### src/rtl/pong_match_controller.sv
`timescale 1ns/1ps
// Match sequencer for the VGA pong datapath: serve/play/point/game-over flow, scores, winner, ball speed.
// Optional speed ramp on paddle hits is built when PONG_SPEED_RAMP_EN is defined.
module pong_match_controller #(
  parameter int WIN_SCORE     = 5,
  parameter int SERVE_FRAMES  = 60,
  parameter int POINT_FRAMES  = 90,
  parameter int BASE_SPEED    = 3,
  parameter int MAX_SPEED     = 7,
  parameter int HITS_PER_STEP = 4
) (
  input  logic       CLOCK_50,
  input  logic       RESET_N,
  input  logic       frame_tick,
  input  logic       start_n,
  input  logic       miss_left,
  input  logic       miss_right,
  input  logic       paddle_hit,
  output logic       ball_reset,
  output logic       ball_run,
  output logic       serve_dir,
  output logic [3:0] speed,
  output logic [3:0] score_p1,
  output logic [3:0] score_p2,
  output logic [1:0] winner,
  output logic [2:0] state
);

  localparam logic [2:0] ST_IDLE  = 3'd0;
  localparam logic [2:0] ST_SERVE = 3'd1;
  localparam logic [2:0] ST_PLAY  = 3'd2;
  localparam logic [2:0] ST_POINT = 3'd3;
  localparam logic [2:0] ST_OVER  = 3'd4;

  localparam int CNT_MAX = (SERVE_FRAMES > POINT_FRAMES) ? SERVE_FRAMES : POINT_FRAMES;
  localparam int CNT_W   = $clog2(CNT_MAX + 1);
  localparam logic [CNT_W-1:0] CNT_SERVE = CNT_W'(SERVE_FRAMES);
  localparam logic [CNT_W-1:0] CNT_POINT = CNT_W'(POINT_FRAMES);
  localparam logic [CNT_W-1:0] CNT_ONE   = CNT_W'(1);
  localparam logic [3:0]       WIN_4     = 4'(WIN_SCORE);
  localparam logic [3:0]       BASE_4    = 4'(BASE_SPEED);

  logic [2:0]       r_state;
  logic [CNT_W-1:0] r_cnt;
  logic [3:0]       r_p1;
  logic [3:0]       r_p2;
  logic [1:0]       r_winner;
  logic             r_dir;
  logic [3:0]       r_speed;
  logic             r_run;
  logic             r_reset_out;
  logic             r_sync1;
  logic             r_sync2;
  logic             r_sync_prev;

  logic             w_start_press;
  logic [2:0]       w_nxt_state;
  logic [CNT_W-1:0] w_nxt_cnt;
  logic [3:0]       w_nxt_p1;
  logic [3:0]       w_nxt_p2;
  logic [1:0]       w_nxt_winner;
  logic             w_nxt_dir;
  logic             w_serve_entry;
  logic [3:0]       w_p1_inc;
  logic [3:0]       w_p2_inc;

  // Key is a raw asynchronous level; pulse on the synchronised high-to-low transition.
  always_ff @(posedge CLOCK_50 or negedge RESET_N) begin
    if (!RESET_N) begin
      r_sync1     <= 1'b1;
      r_sync2     <= 1'b1;
      r_sync_prev <= 1'b1;
    end else begin
      r_sync1     <= start_n;
      r_sync2     <= r_sync1;
      r_sync_prev <= r_sync2;
    end
  end

  assign w_start_press = r_sync_prev & ~r_sync2;
  assign w_p1_inc      = r_p1 + 4'd1;
  assign w_p2_inc      = r_p2 + 4'd1;

  always_comb begin
    w_nxt_state  = r_state;
    w_nxt_cnt    = r_cnt;
    w_nxt_p1     = r_p1;
    w_nxt_p2     = r_p2;
    w_nxt_winner = r_winner;
    w_nxt_dir    = r_dir;
    case (r_state)
      ST_IDLE, ST_OVER: begin
        if (w_start_press) begin
          w_nxt_state  = ST_SERVE;
          w_nxt_cnt    = CNT_SERVE;
          w_nxt_p1     = 4'd0;
          w_nxt_p2     = 4'd0;
          w_nxt_winner = 2'b00;
        end
      end
      ST_SERVE: begin
        if (frame_tick) begin
          if (r_cnt == CNT_ONE) w_nxt_state = ST_PLAY;
          else                  w_nxt_cnt   = r_cnt - CNT_ONE;
        end
      end
      ST_PLAY: begin
        if (miss_left && miss_right) begin
          w_nxt_state = ST_POINT;
          w_nxt_cnt   = CNT_POINT;
        end else if (miss_left) begin
          w_nxt_p2  = w_p2_inc;
          w_nxt_dir = 1'b0;
          if (w_p2_inc == WIN_4) begin
            w_nxt_state  = ST_OVER;
            w_nxt_winner = 2'b10;
          end else begin
            w_nxt_state = ST_POINT;
            w_nxt_cnt   = CNT_POINT;
          end
        end else if (miss_right) begin
          w_nxt_p1  = w_p1_inc;
          w_nxt_dir = 1'b1;
          if (w_p1_inc == WIN_4) begin
            w_nxt_state  = ST_OVER;
            w_nxt_winner = 2'b01;
          end else begin
            w_nxt_state = ST_POINT;
            w_nxt_cnt   = CNT_POINT;
          end
        end
      end
      ST_POINT: begin
        if (frame_tick) begin
          if (r_cnt == CNT_ONE) begin
            w_nxt_state = ST_SERVE;
            w_nxt_cnt   = CNT_SERVE;
          end else begin
            w_nxt_cnt = r_cnt - CNT_ONE;
          end
        end
      end
      default: w_nxt_state = ST_IDLE;
    endcase
  end

  assign w_serve_entry = (w_nxt_state == ST_SERVE) && (r_state != ST_SERVE);

  always_ff @(posedge CLOCK_50 or negedge RESET_N) begin
    if (!RESET_N) begin
      r_state     <= ST_IDLE;
      r_cnt       <= '0;
      r_p1        <= 4'd0;
      r_p2        <= 4'd0;
      r_winner    <= 2'b00;
      r_dir       <= 1'b1;
      r_run       <= 1'b0;
      r_reset_out <= 1'b1;
    end else begin
      r_state     <= w_nxt_state;
      r_cnt       <= w_nxt_cnt;
      r_p1        <= w_nxt_p1;
      r_p2        <= w_nxt_p2;
      r_winner    <= w_nxt_winner;
      r_dir       <= w_nxt_dir;
      r_run       <= (w_nxt_state == ST_PLAY);
      r_reset_out <= (w_nxt_state != ST_PLAY);
    end
  end

`ifdef PONG_SPEED_RAMP_EN
  localparam int HIT_W = $clog2(HITS_PER_STEP + 1);
  localparam logic [HIT_W-1:0] HIT_STEP = HIT_W'(HITS_PER_STEP);
  localparam logic [3:0]       MAX_4    = 4'(MAX_SPEED);

  logic [HIT_W-1:0] r_hits;
  logic             w_lone_hit;

  assign w_lone_hit = (r_state == ST_PLAY) && paddle_hit && !miss_left && !miss_right;

  // Hit counter wraps at HITS_PER_STEP; each wrap bumps speed up to the ceiling.
  always_ff @(posedge CLOCK_50 or negedge RESET_N) begin
    if (!RESET_N) begin
      r_hits  <= '0;
      r_speed <= BASE_4;
    end else if (w_serve_entry) begin
      r_hits  <= '0;
      r_speed <= BASE_4;
    end else if (w_lone_hit) begin
      if (r_hits + HIT_W'(1) == HIT_STEP) begin
        r_hits <= '0;
        if (r_speed < MAX_4) r_speed <= r_speed + 4'd1;
      end else begin
        r_hits <= r_hits + HIT_W'(1);
      end
    end
  end
`else
  logic w_unused_ok;
  assign w_unused_ok = paddle_hit ^ (HITS_PER_STEP == MAX_SPEED);

  always_ff @(posedge CLOCK_50 or negedge RESET_N) begin
    if (!RESET_N)           r_speed <= BASE_4;
    else if (w_serve_entry) r_speed <= BASE_4;
  end
`endif

  assign state      = r_state;
  assign ball_run   = r_run;
  assign ball_reset = r_reset_out;
  assign serve_dir  = r_dir;
  assign speed      = r_speed;
  assign score_p1   = r_p1;
  assign score_p2   = r_p2;
  assign winner     = r_winner;

endmodule

### config.mk
export PLATFORM = sky130hd
export DESIGN_NAME = pong_match_controller
export DESIGN_NICKNAME = d
export VERILOG_FILES = /design/src/rtl/pong_match_controller.sv
export SDC_FILE = /design/constraint.sdc
export NUM_CORES = 1
export LEC_CHECK = 0
export BUFFER_PORTS_ARGS = -buffer_cell sky130_fd_sc_hd__buf_2
export CORE_UTILIZATION = 30
export DETAILED_ROUTE_END_ITERATION = 10
export PLACE_DENSITY_LB_ADDON = 0.25
export REMOVE_ABC_BUFFERS = 1
export SLEW_MARGIN = 20
export SYNTH_ARGS = -nofsm -noshare
export SYNTH_HDL_FRONTEND = slang
export SYNTH_SLANG_ARGS = --single-unit
### constraint.sdc
create_clock -name CLOCK_50 -period 2.6 [get_ports CLOCK_50]
set_input_delay 0.13 -clock CLOCK_50 [delete_from_list [all_inputs] [get_ports CLOCK_50]]
set_output_delay 0.13 -clock CLOCK_50 [all_outputs]
set_load 0.02 [all_outputs]
==> flow_metrics.env <==
export IMPL_start_kind="register"
export IMPL_finalCritPeriodShare_pct=81.99
export IMPL_num_vias=1469
export IMPL_synth_top_cell_area_share_pct=30.32
export IMPL_preCtsSetupSlack_ns=0.4915
export IMPL_first_pass_iters=4
export IMPL_diodes=0
export IMPL_grt_usage_pct=14.44
export IMPL_core_area_um2=5540
export IMPL_ctsResizeCount=0
export IMPL_drive_above_1_share_pct=19.53
export IMPL_viasPerCell=5.118
export IMPL_crit_fanout=8
export IMPL_die_area_um2=6084
export IMPL_timing_hold_worst_class="primary input to register"
export IMPL_root_buffer="clkbuf_8"
export IMPL_yosysMostFrequentCell="nand2_1"
export IMPL_p_leak_nw=0.9167
export IMPL_required_ns=2.78
export IMPL_synth_common_cells="nand2_1, dfrtp_1, inv_1, nor2_1, ha_1"
export IMPL_grt_pass1_wl_mm=6.824
export IMPL_synth_largest_area_cell="dfrtp_1"
export IMPL_grt_pass1_vias=1384
export IMPL_gp_congestion=0.8130
export IMPL_yosys_warnings=0
export IMPL_rsz0062_at_grt="no"
export IMPL_finalMaxSlewViolations=0
export IMPL_drv_cap=0
export IMPL_synth_main_ff_cell="dfrtp_1"
export IMPL_dp_hpwl_mm=2.812
export IMPL_crit_path_end_kind="register"
export IMPL_clk_pin_slew_worst_paths_ns=0.10
export IMPL_ir_drop_v=0.0002891
export IMPL_gr_total_overflow=0
export IMPL_start_util_pct=31.28
export IMPL_setup_slack_ns=0.4682
export IMPL_synth_area_leaders="dfrtp_1, dfstp_2, ha_1"
export IMPL_clkSinkCount=26
export IMPL_crit_type="register to register"
export IMPL_grt_max_degree=27
export IMPL_die_h_um=78
export IMPL_layout_nets=232
export IMPL_period_needed_ns=2.132
export IMPL_antenna_found_initial=0
export IMPL_h_tree_depth=1
export IMPL_ys_seq_elements=26
export IMPL_clk_path_buf_depth=2
export IMPL_wirelength_mm=3.973
export IMPL_ys_seq_area_share_pct=37.91
export IMPL_drtIter0Drc=76
export IMPL_stdcell_count=287
export IMPL_cts_tree="built"
export IMPL_rows=27
export IMPL_wire_per_inst_um=13.84
export IMPL_worstMarginPinSlew_ns=0.6488
export IMPL_outcome="finished clean"
export IMPL_syn_area_um2=1733
export IMPL_synthArstFlopShare_pct=100.0
export IMPL_synthCells=191
export IMPL_io_pins=27
export IMPL_dp_cells=281
export IMPL_synth_edf_count=0
export IMPL_setup_tns_ns=0
export IMPL_clock_skew_final_ns=0.005652
export IMPL_setup_viol=0
export IMPL_synth_area_per_cell_um2=9.073
export IMPL_cts_inserted_buffers=3
export IMPL_port_buffers=21
export IMPL_die_w_um=78
export IMPL_ys_types=55
export IMPL_syn_to_final_growth_pct=14.66
export IMPL_hold_viol=0
export IMPL_slew_headroom_pct=56.75
export IMPL_clk_latency_ns=0.28
export IMPL_max_freq_mhz=469.1
export IMPL_pwr_density_cell_nw_per_um2=826.4
export IMPL_ant_nets=0
export IMPL_drc=0
export IMPL_arrival_ns=2.31
[cells in the final DEF (no fill, tap or decap), drive strengths merged, types with 2 or more instances in the layout]
| cell type | count |
|---|---|
| or3 | 2 |
| o22ai | 7 |
| nor3 | 5 |
| dfrtp | 21 |
| dlygate4sd3 | 2 |
| or3b | 2 |
| dfstp | 5 |
| nand4 | 2 |
| nor4 | 2 |
| ha | 9 |
| nor4b | 2 |
| a21boi | 4 |
| o211a | 2 |
| a21o | 2 |
| a22o | 2 |
| o31ai | 4 |
| o211ai | 2 |
| nor2b | 2 |
| nand2b | 4 |
| and3b | 2 |
| clkbuf | 4 |
| o21ai | 11 |
| inv | 14 |
| o41a | 2 |
| a21oi | 3 |
| nor2 | 12 |
| conb | 4 |
| a2bb2oi | 2 |
| nand2 | 22 |
| buf | 25 |
| a31oi | 5 |
| nand3 | 6 |
| o32ai | 2 |
| a211o | 2 |
| or2 | 2 |
[metrics by stage]
stage | hold WS (ns) | util (%) | area, µm² | power [W]
6_report | 0.2343 | 35.86 | 1987 | 0.001642
5_1_grt | 0.2744 | 35.86 | 1987 | 0.001785
4_1_cts | 0.2382 | 35.86 | 1987 | 0.001650
3_5_place_dp | 0.1794 | 34.51 | 1912 | 0.001365
3_3_place_gp | 0.1817 | 34.51 | 1912 | 0.001365
2_1_floorplan | -0.1656 | - | 1687 | 0.001163
[worst paths after layout]
path,start,endpoint,slack [ns],cells past startpoint
worst max-delay path,score_p1[0],r_cnt[6],0.47,6
worst min-delay path,miss_left,winner[0],0.23,2
worst max register to register,score_p1[0],r_cnt[6],0.47,6
worst min register to register,r_sync1,r_sync2,0.36,0
max in group asynchronous,RESET_N,ball_run,1.83,2
min in group asynchronous,RESET_N,score_p2[3],0.38,2
[power breakdown]
part	leakage (nW)	internal, W	switching (W)
Sequential	0.310	0.000525	0.000129
Clock	0.0288	0.000136	0.000142
Combinational	0.578	0.000300	0.000409
[final cells by class]
class / instances / area [µm²]
Inverter: 14 / 52.55
Sequential cell: 26 / 656.9
Multi-Input combinational cell: 144 / 977.2
Fill cell: 587 / 3553
Timing Repair Buffer: 27 / 155.1
Clock buffer: 4 / 55.05
Tap cell: 72 / 90.09
[routing by layer]
layer / part of all wire, % / GRT usage, % / vias to the layer above
met2: 45 / 21.86 / 37
met5: 0 / 0 / -
li1: - / - / 743
met1: 50 / 20.42 / 682
met4: 2.1 / 6.296 / 0
met3: 3.1 / 1.882 / 7
[cells by family (layout without fill, tap and decap cells)]
group	count (synthesis)	count (layout)	share of synthesized area, %
xor gates and xnor gates	1	1	0.5055
buffers and inverters	23	45	6.137
DFF	26	26	37.91
adders and majority gates	9	9	6.498
AOI/OAI and AO/OA	57	57	25.42
muxes	2	2	1.227
other	2	4	0.4334
and+or+nand+nor	71	71	21.88
[registers in the layout, summed over array words and instances (netlist names), 2 cells and up]
signal,count
score_p1,4
score_p2,4
r_cnt,7
state,3
winner,2
[critical path, cell delays in order (launching register included)]
cell     delay (ns)
dfrtp_1        0.47
ha_1           0.27
or3b_1         0.40
nor3b_1        0.28
o31ai_2        0.18
and2_4         0.21
a32o_1         0.22
[repair_timing]
action	4_1_cts	5_1_grt
setup endpoints to repair	0	0
setup buffers	0	0
hold endpoints to repair	22	0
hold buffers	2	0
Note: power is estimated with default switching activity, not from simulation.
